### src/rtl/snake_pkg.sv
// Shared constants and types for the snake body controller.
// Start pose, direction codes, grid defaults and FSM states.
package snake_pkg;

  localparam logic [1:0] DIR_UP    = 2'd0;
  localparam logic [1:0] DIR_RIGHT = 2'd1;
  localparam logic [1:0] DIR_DOWN  = 2'd2;
  localparam logic [1:0] DIR_LEFT  = 2'd3;

  localparam int GRID_W_DEF = 7;
  localparam int GRID_H_DEF = 6;

  localparam int START_HEAD_X = 2;
  localparam int START_Y      = 2;
  localparam int START_LEN    = 3;

  typedef enum logic {
    ST_RUN,
    ST_OVER
  } state_t;

endpackage

### src/rtl/snake_body_ctrl_next_head.sv
// Combinational next-head calculator with wall detection.
// Wrapping is selected by i_Wrap (driven from SNAKE_WRAP_EN at the top).
module snake_next_head
  import snake_pkg::*;
#(
  parameter int X_WIDTH = 3,
  parameter int Y_WIDTH = 3,
  parameter int GRID_W  = GRID_W_DEF,
  parameter int GRID_H  = GRID_H_DEF
) (
  input  logic [X_WIDTH-1:0] i_Head_X,
  input  logic [Y_WIDTH-1:0] i_Head_Y,
  input  logic [1:0]         i_Dir,
  input  logic               i_Wrap,
  output logic [X_WIDTH-1:0] o_Next_X,
  output logic [Y_WIDTH-1:0] o_Next_Y,
  output logic               o_Wall_Hit
);

  localparam logic [X_WIDTH:0] X_ONE = (X_WIDTH+1)'(1);
  localparam logic [Y_WIDTH:0] Y_ONE = (Y_WIDTH+1)'(1);

  logic [X_WIDTH:0] w_X;
  logic [Y_WIDTH:0] w_Y;
  logic             w_Out_X;
  logic             w_Out_Y;

  always_comb begin
    w_X = {1'b0, i_Head_X};
    w_Y = {1'b0, i_Head_Y};
    unique case (i_Dir)
      DIR_UP:    w_Y = w_Y - Y_ONE;
      DIR_RIGHT: w_X = w_X + X_ONE;
      DIR_DOWN:  w_Y = w_Y + Y_ONE;
      DIR_LEFT:  w_X = w_X - X_ONE;
    endcase
    // underflow lands on a large value with the extra bit set
    w_Out_X = (w_X >= (X_WIDTH+1)'(GRID_W));
    w_Out_Y = (w_Y >= (Y_WIDTH+1)'(GRID_H));
    o_Wall_Hit = !i_Wrap && (w_Out_X || w_Out_Y);
    o_Next_X = w_X[X_WIDTH-1:0];
    o_Next_Y = w_Y[Y_WIDTH-1:0];
    if (i_Wrap && w_Out_X)
      o_Next_X = (i_Dir == DIR_LEFT) ? X_WIDTH'(GRID_W-1) : '0;
    if (i_Wrap && w_Out_Y)
      o_Next_Y = (i_Dir == DIR_UP) ? Y_WIDTH'(GRID_H-1) : '0;
  end

endmodule

### src/rtl/snake_body_ctrl.sv
// Snake head/body tracker: steps, grows on apple, detects collisions.
// Build option: define SNAKE_WRAP_EN to make the grid edges wrap.
module snake_body_ctrl
  import snake_pkg::*;
#(
  parameter int X_WIDTH   = 3,
  parameter int Y_WIDTH   = 3,
  parameter int GRID_W    = GRID_W_DEF,
  parameter int GRID_H    = GRID_H_DEF,
  parameter int MAX_LEN   = 8,
  parameter int LEN_WIDTH = 4
) (
  input  logic                 i_Clk,
  input  logic                 i_Reset_n,
  input  logic                 i_Step,
  input  logic [1:0]           i_Dir,
  input  logic [X_WIDTH-1:0]   i_Apple_X,
  input  logic [Y_WIDTH-1:0]   i_Apple_Y,
  input  logic [X_WIDTH-1:0]   i_Query_X,
  input  logic [Y_WIDTH-1:0]   i_Query_Y,
  output logic                 o_Advance,
  output logic [X_WIDTH-1:0]   o_Head_X,
  output logic [Y_WIDTH-1:0]   o_Head_Y,
  output logic [LEN_WIDTH-1:0] o_Length,
  output logic                 o_Query_Hit,
  output logic                 o_Game_Over
);

`ifdef SNAKE_WRAP_EN
  localparam logic WRAP = 1'b1;
`else
  localparam logic WRAP = 1'b0;
`endif

  logic [X_WIDTH-1:0]   r_Seg_X [MAX_LEN];
  logic [Y_WIDTH-1:0]   r_Seg_Y [MAX_LEN];
  logic [LEN_WIDTH-1:0] r_Len;
  logic [1:0]           r_Dir;
  logic                 r_Advance;
  state_t               r_State;

  logic [1:0]         w_Dir;
  logic [X_WIDTH-1:0] w_Next_X;
  logic [Y_WIDTH-1:0] w_Next_Y;
  logic               w_Wall;
  logic               w_Eat;
  logic               w_Self_Hit;
  logic               w_Query_Hit;

  // reversal is the opposite code: up/down and right/left differ in bit 1
  assign w_Dir = (i_Dir == (r_Dir ^ 2'd2)) ? r_Dir : i_Dir;

  snake_next_head #(
    .X_WIDTH (X_WIDTH),
    .Y_WIDTH (Y_WIDTH),
    .GRID_W  (GRID_W),
    .GRID_H  (GRID_H)
  ) u_next_head (
    .i_Head_X   (r_Seg_X[0]),
    .i_Head_Y   (r_Seg_Y[0]),
    .i_Dir      (w_Dir),
    .i_Wrap     (WRAP),
    .o_Next_X   (w_Next_X),
    .o_Next_Y   (w_Next_Y),
    .o_Wall_Hit (w_Wall)
  );

  assign w_Eat = (w_Next_X == i_Apple_X) && (w_Next_Y == i_Apple_Y);

  // the tail cell only counts when eating, since it then stays put
  always_comb begin
    w_Self_Hit = 1'b0;
    for (int k = 0; k < MAX_LEN; k++) begin
      if ((k < int'(r_Len) - (w_Eat ? 0 : 1)) &&
          (r_Seg_X[k] == w_Next_X) && (r_Seg_Y[k] == w_Next_Y))
        w_Self_Hit = 1'b1;
    end
  end

  always_comb begin
    w_Query_Hit = 1'b0;
    for (int k = 0; k < MAX_LEN; k++) begin
      if ((k < int'(r_Len)) &&
          (r_Seg_X[k] == i_Query_X) && (r_Seg_Y[k] == i_Query_Y))
        w_Query_Hit = 1'b1;
    end
  end

  always_ff @(posedge i_Clk) begin
    if (!i_Reset_n) begin
      r_State   <= ST_RUN;
      r_Dir     <= DIR_RIGHT;
      r_Advance <= 1'b0;
      r_Len     <= LEN_WIDTH'(START_LEN);
      for (int k = 0; k < MAX_LEN; k++) begin
        r_Seg_X[k] <= (k < START_LEN) ? X_WIDTH'(START_HEAD_X - k) : '0;
        r_Seg_Y[k] <= (k < START_LEN) ? Y_WIDTH'(START_Y) : '0;
      end
    end else begin
      r_Advance <= 1'b0;
      unique case (r_State)
        ST_RUN: begin
          if (i_Step) begin
            r_Dir <= w_Dir;
            if (w_Wall || w_Self_Hit) begin
              r_State <= ST_OVER;
            end else begin
              for (int k = MAX_LEN-1; k > 0; k--) begin
                r_Seg_X[k] <= r_Seg_X[k-1];
                r_Seg_Y[k] <= r_Seg_Y[k-1];
              end
              r_Seg_X[0] <= w_Next_X;
              r_Seg_Y[0] <= w_Next_Y;
              if (w_Eat) begin
                r_Advance <= 1'b1;
                if (r_Len < LEN_WIDTH'(MAX_LEN))
                  r_Len <= r_Len + LEN_WIDTH'(1);
              end
            end
          end
        end
        ST_OVER: begin
          r_State <= ST_OVER;
        end
      endcase
    end
  end

  assign o_Advance   = r_Advance;
  assign o_Head_X    = r_Seg_X[0];
  assign o_Head_Y    = r_Seg_Y[0];
  assign o_Length    = r_Len;
  assign o_Query_Hit = w_Query_Hit;
  assign o_Game_Over = (r_State == ST_OVER);

endmodule

### config.mk
export PLATFORM = sky130hd
export DESIGN_NAME = snake_body_ctrl
export DESIGN_NICKNAME = d
export VERILOG_FILES = /design/src/rtl/snake_pkg.sv /design/src/rtl/snake_body_ctrl_next_head.sv /design/src/rtl/snake_body_ctrl.sv
export SDC_FILE = /design/constraint.sdc
export NUM_CORES = 1
export LEC_CHECK = 0
export ABC_CLOCK_PERIOD_IN_PS = 25600
export CAP_MARGIN = 25
export CORE_MARGIN = 1
export CORE_UTILIZATION = 60
export CTS_BUF_LIST = sky130_fd_sc_hd__clkbuf_16
export CTS_CLUSTER_DIAMETER = 150
export DETAILED_ROUTE_END_ITERATION = 10
export PLACE_DENSITY = 0.81
export SKIP_CTS_REPAIR_TIMING = 1
export SYNTH_ARGS = -nofsm -noshare
export SYNTH_HDL_FRONTEND = slang
export SYNTH_SLANG_ARGS = --single-unit
### constraint.sdc
create_clock -name i_Clk -period 25.6 [get_ports i_Clk]
set_input_delay 2.56 -clock i_Clk [delete_from_list [all_inputs] [get_ports i_Clk]]
set_output_delay 2.56 -clock i_Clk [all_outputs]
set_load 0.01 [all_outputs]
==> impl_results.md <==
* CP cell instances: clkdlybuf4s50_1, buf_4, xor2_1, mux2i_1, or2_2, inv_1, fa_1, nor2_1, nor2_1, xor2_1, nand4_1, nand2b_1, ha_1, ha_1, or2_2, o21ai_0, a22oi_1, a311oi_1, a22oi_2, nor4b_4, nand2_1, o21ai_4, buf_4
* Hold Crit Class: reg -> reg
* CTS tree: yes
* Setup tns final at 0 ns
* Final WL at about 11000 microns
* Leak pwr at 1.610 nW
* Yosys reg bits at 56
* Routed len/inst at 21.20 microns
* Die H at 85.62 microns
* Clk_lat worst skew at 0.29 ns
* First-pass GRT wire length at between 15000 and 20000 microns
* Area of the multi-input gates at 2396 sq um
* Number of synthesized flops with an enable pin at 48
* DP Area at approximately 4500 sq um
* Pwr dens at 57.66 nW/um^2
* Yosys top cell area share at 0.3436
* Final net count at 461
* Max-cap violations at 0
* Finished Cell Area at ~4600 sq um
* Clk buf depth at 2
* Post-Syn Nets at between 400 and 500
* Final Hold Violating Endpoints at 0
* Share of post-route cells with drive strength above 1 at 0.04348
* Via count at 3324
* Sinks on Clock Net at 56
* Crit path largest cell delay at approximately 0.7 ns
* Slowest cell on the critical path: fa_1
* CP required at 25.53 ns
* DRC at 0
* Fill cells at 546
* Antenna Nets Post-Route at 0
* Crit. End Element: flip-flop
* Max-Slew Margin vs Limit at 0.4514
* Maximum fanout along the worst path at 48
* Vias per inst at 6.429
* Seq. cell area at between 1500 and 2000 sq um
* Count of pins over their slew limit at 0
* Yosys warns at 0
* Post-synth top flop: edfxtp_1
* Hold Slack at 0.5286 ns
* Fmax at ~110 MHz
* Half-perimeter wire length after placement at approximately 8200 microns
* Standard-cell rows at 30
* Worst vdd ir at 0.03054 mV
* Async SR Flop Fraction at 0
* Core Area at 6756 sq um
* Crit path kind: in -> reg
* H-Tree Depth at 2
* ANT cells at 0
* Die width at around 86 microns
* Area contributors post-synth: edfxtp_1, xnor2_1, xor2_1
* Grt ovf at 0
* Initial antenna violation count at 0
* Clock slew at reported path FFs at 0.07 ns
* Drt first pass iters at 4
* Initial core utilization at 0.6209
* Root Buffer: clkbuf_16
* Unrepaired setup endpoints after global routing: no
* Minimum clock period at approximately 9 ns
* Die area at between 7000 and 8000 sq um
* Mapped Cells at 427
* Crit path DAT at between 9 and 10 ns
* Commonest cells after routing, fill and taps aside: xnor2_1, edfxtp_1, and2_1
* RD Place Congestion at 0.9733
* Post-synth top area cell: edfxtp_1
* I/O pins at 30
* Final worst-path cycle share at 0.3587
* Port-buffer cells at 29
* Area growth syn-to-layout at 9.723%
* Final Core Density at 0.6813
* Sequential area share after synthesis at 0.3817
* Worst Setup Start Kind: input pin
* Pwr Total at 0.2654 mW
* Cell variety after synth at between 60 and 70
* Worst Max-Slew Pin Slew at 0.8211 ns
* Vias in the first global route at 3193
* Setup violators final at 0
* Cell area after synthesis at 4195 sq um
* Post-Syn Area per Cell at 9.825 sq um
* Outcome: complete, no violations
* Most common cell after layout, fill and taps aside: xnor2_1
* Worst Skew at 0.006530 ns
* CTS Buf Count at 5
* Total GRT Usage at 0.3142
* DRT iter0 DRCs at 260
* Largest net degree at the start of global routing at 50
[through the flow]
| stage | instances | setup slack, ns |
|---|---|---|
| final | 517 | 16.42 |
| after global routing | 517 | 15.99 |
| after CTS | 517 | 16.43 |
| after detailed placement | 509 | 16.12 |
| after global placement | 509 | 16.29 |
| after floorplan | 427 | 14.48 |
[layout make-up]
| class | count | share of cell area |
|---|---|---|
| multi-input cells | 326 | 0.5205 |
| inverters | 16 | 0.01305 |
| well taps | 80 | 0.02175 |
| repair buffers | 31 | 0.06632 |
| clock buffers | 5 | 0.02718 |
| clock inverters | 3 | 0.003262 |
| flip-flops and latches | 56 | 0.3479 |
[cells in the mapped netlist, drive strengths merged, types with 2 or more instances]
library cell	n
a211oi	4
a21oi	12
a221oi	2
a22oi	3
a311oi	2
a31oi	6
a32oi	4
and2	42
buf	11
clkbuf	18
dfxtp	8
edfxtp	48
ha	7
inv	16
mux2i	5
nand2	19
nand2b	4
nand3	12
nand4	13
nand4b	3
nor2	14
nor2b	7
nor3	7
nor4	6
nor4b	2
o2111ai	2
o211ai	3
o21ai	19
o221ai	3
o31a	2
o31ai	2
or2	2
or3	4
or4	2
xnor2	56
xor2	40
[flip-flops by register name, summed over array words and instances (netlist names)]
register / count
r_Seg_X: 24
r_Seg_Y: 24
o_Length: 4
r_Dir: 2
o_Advance: 1
o_Game_Over: 1
[critical path, delay by kind of cell]
kind            cells  cell delay, ns
simple gates        8            1.90
buf+inv             4            1.33
compound gates      5            1.22
fa+ha+maj           3            1.20
xor+xnor            2            0.42
mux                 1            0.42
[power by group]
| part | switching, mW | total, mW | internal (mW) |
|---|---|---|---|
| Sequential | 0.0155 | 0.125 | 0.110 |
| Clock | 0.0313 | 0.0669 | 0.0357 |
| Combinational | 0.0401 | 0.0733 | 0.0332 |
| Total | 0.0869 | 0.265 | 0.179 |
[path summary, 6_finish.rpt]
kind / from / end / depth (start not counted) / slack (ns)
worst max-delay path: i_Dir[0] / r_Seg_Y[0][12] / 23 / 16.42
worst min-delay path: r_Dir[0] / r_Dir[0] / 2 / 0.53
worst max register to register: r_Dir[0] / r_Seg_Y[0][12] / 21 / 19.12
worst min register to register: r_Dir[0] / r_Dir[0] / 2 / 0.53
[routing by layer]
metal,GRT usage,up-vias,wire length [microns],part of all wire
li1,-,1533,-,-
met1,0.4370,1585,4853,0.44
met2,0.4989,158,4905,0.45
met3,0.04042,48,692,0.063
met4,0.1288,0,511,0.047
met5,0,-,0,0
[cells by family (layout without fill, tap and decap cells)]
group           after synthesis  in the layout  synth area share
xor+xnor                     97             97            0.2076
simple gates                142            142            0.1977
compound gates               73             73            0.1190
buf+inv                      45             55           0.04980
flops                        56             56            0.3817
fa+ha+maj                     8              8           0.02565
mux                           6              6           0.01849
(Power assumes the default switching activity.)
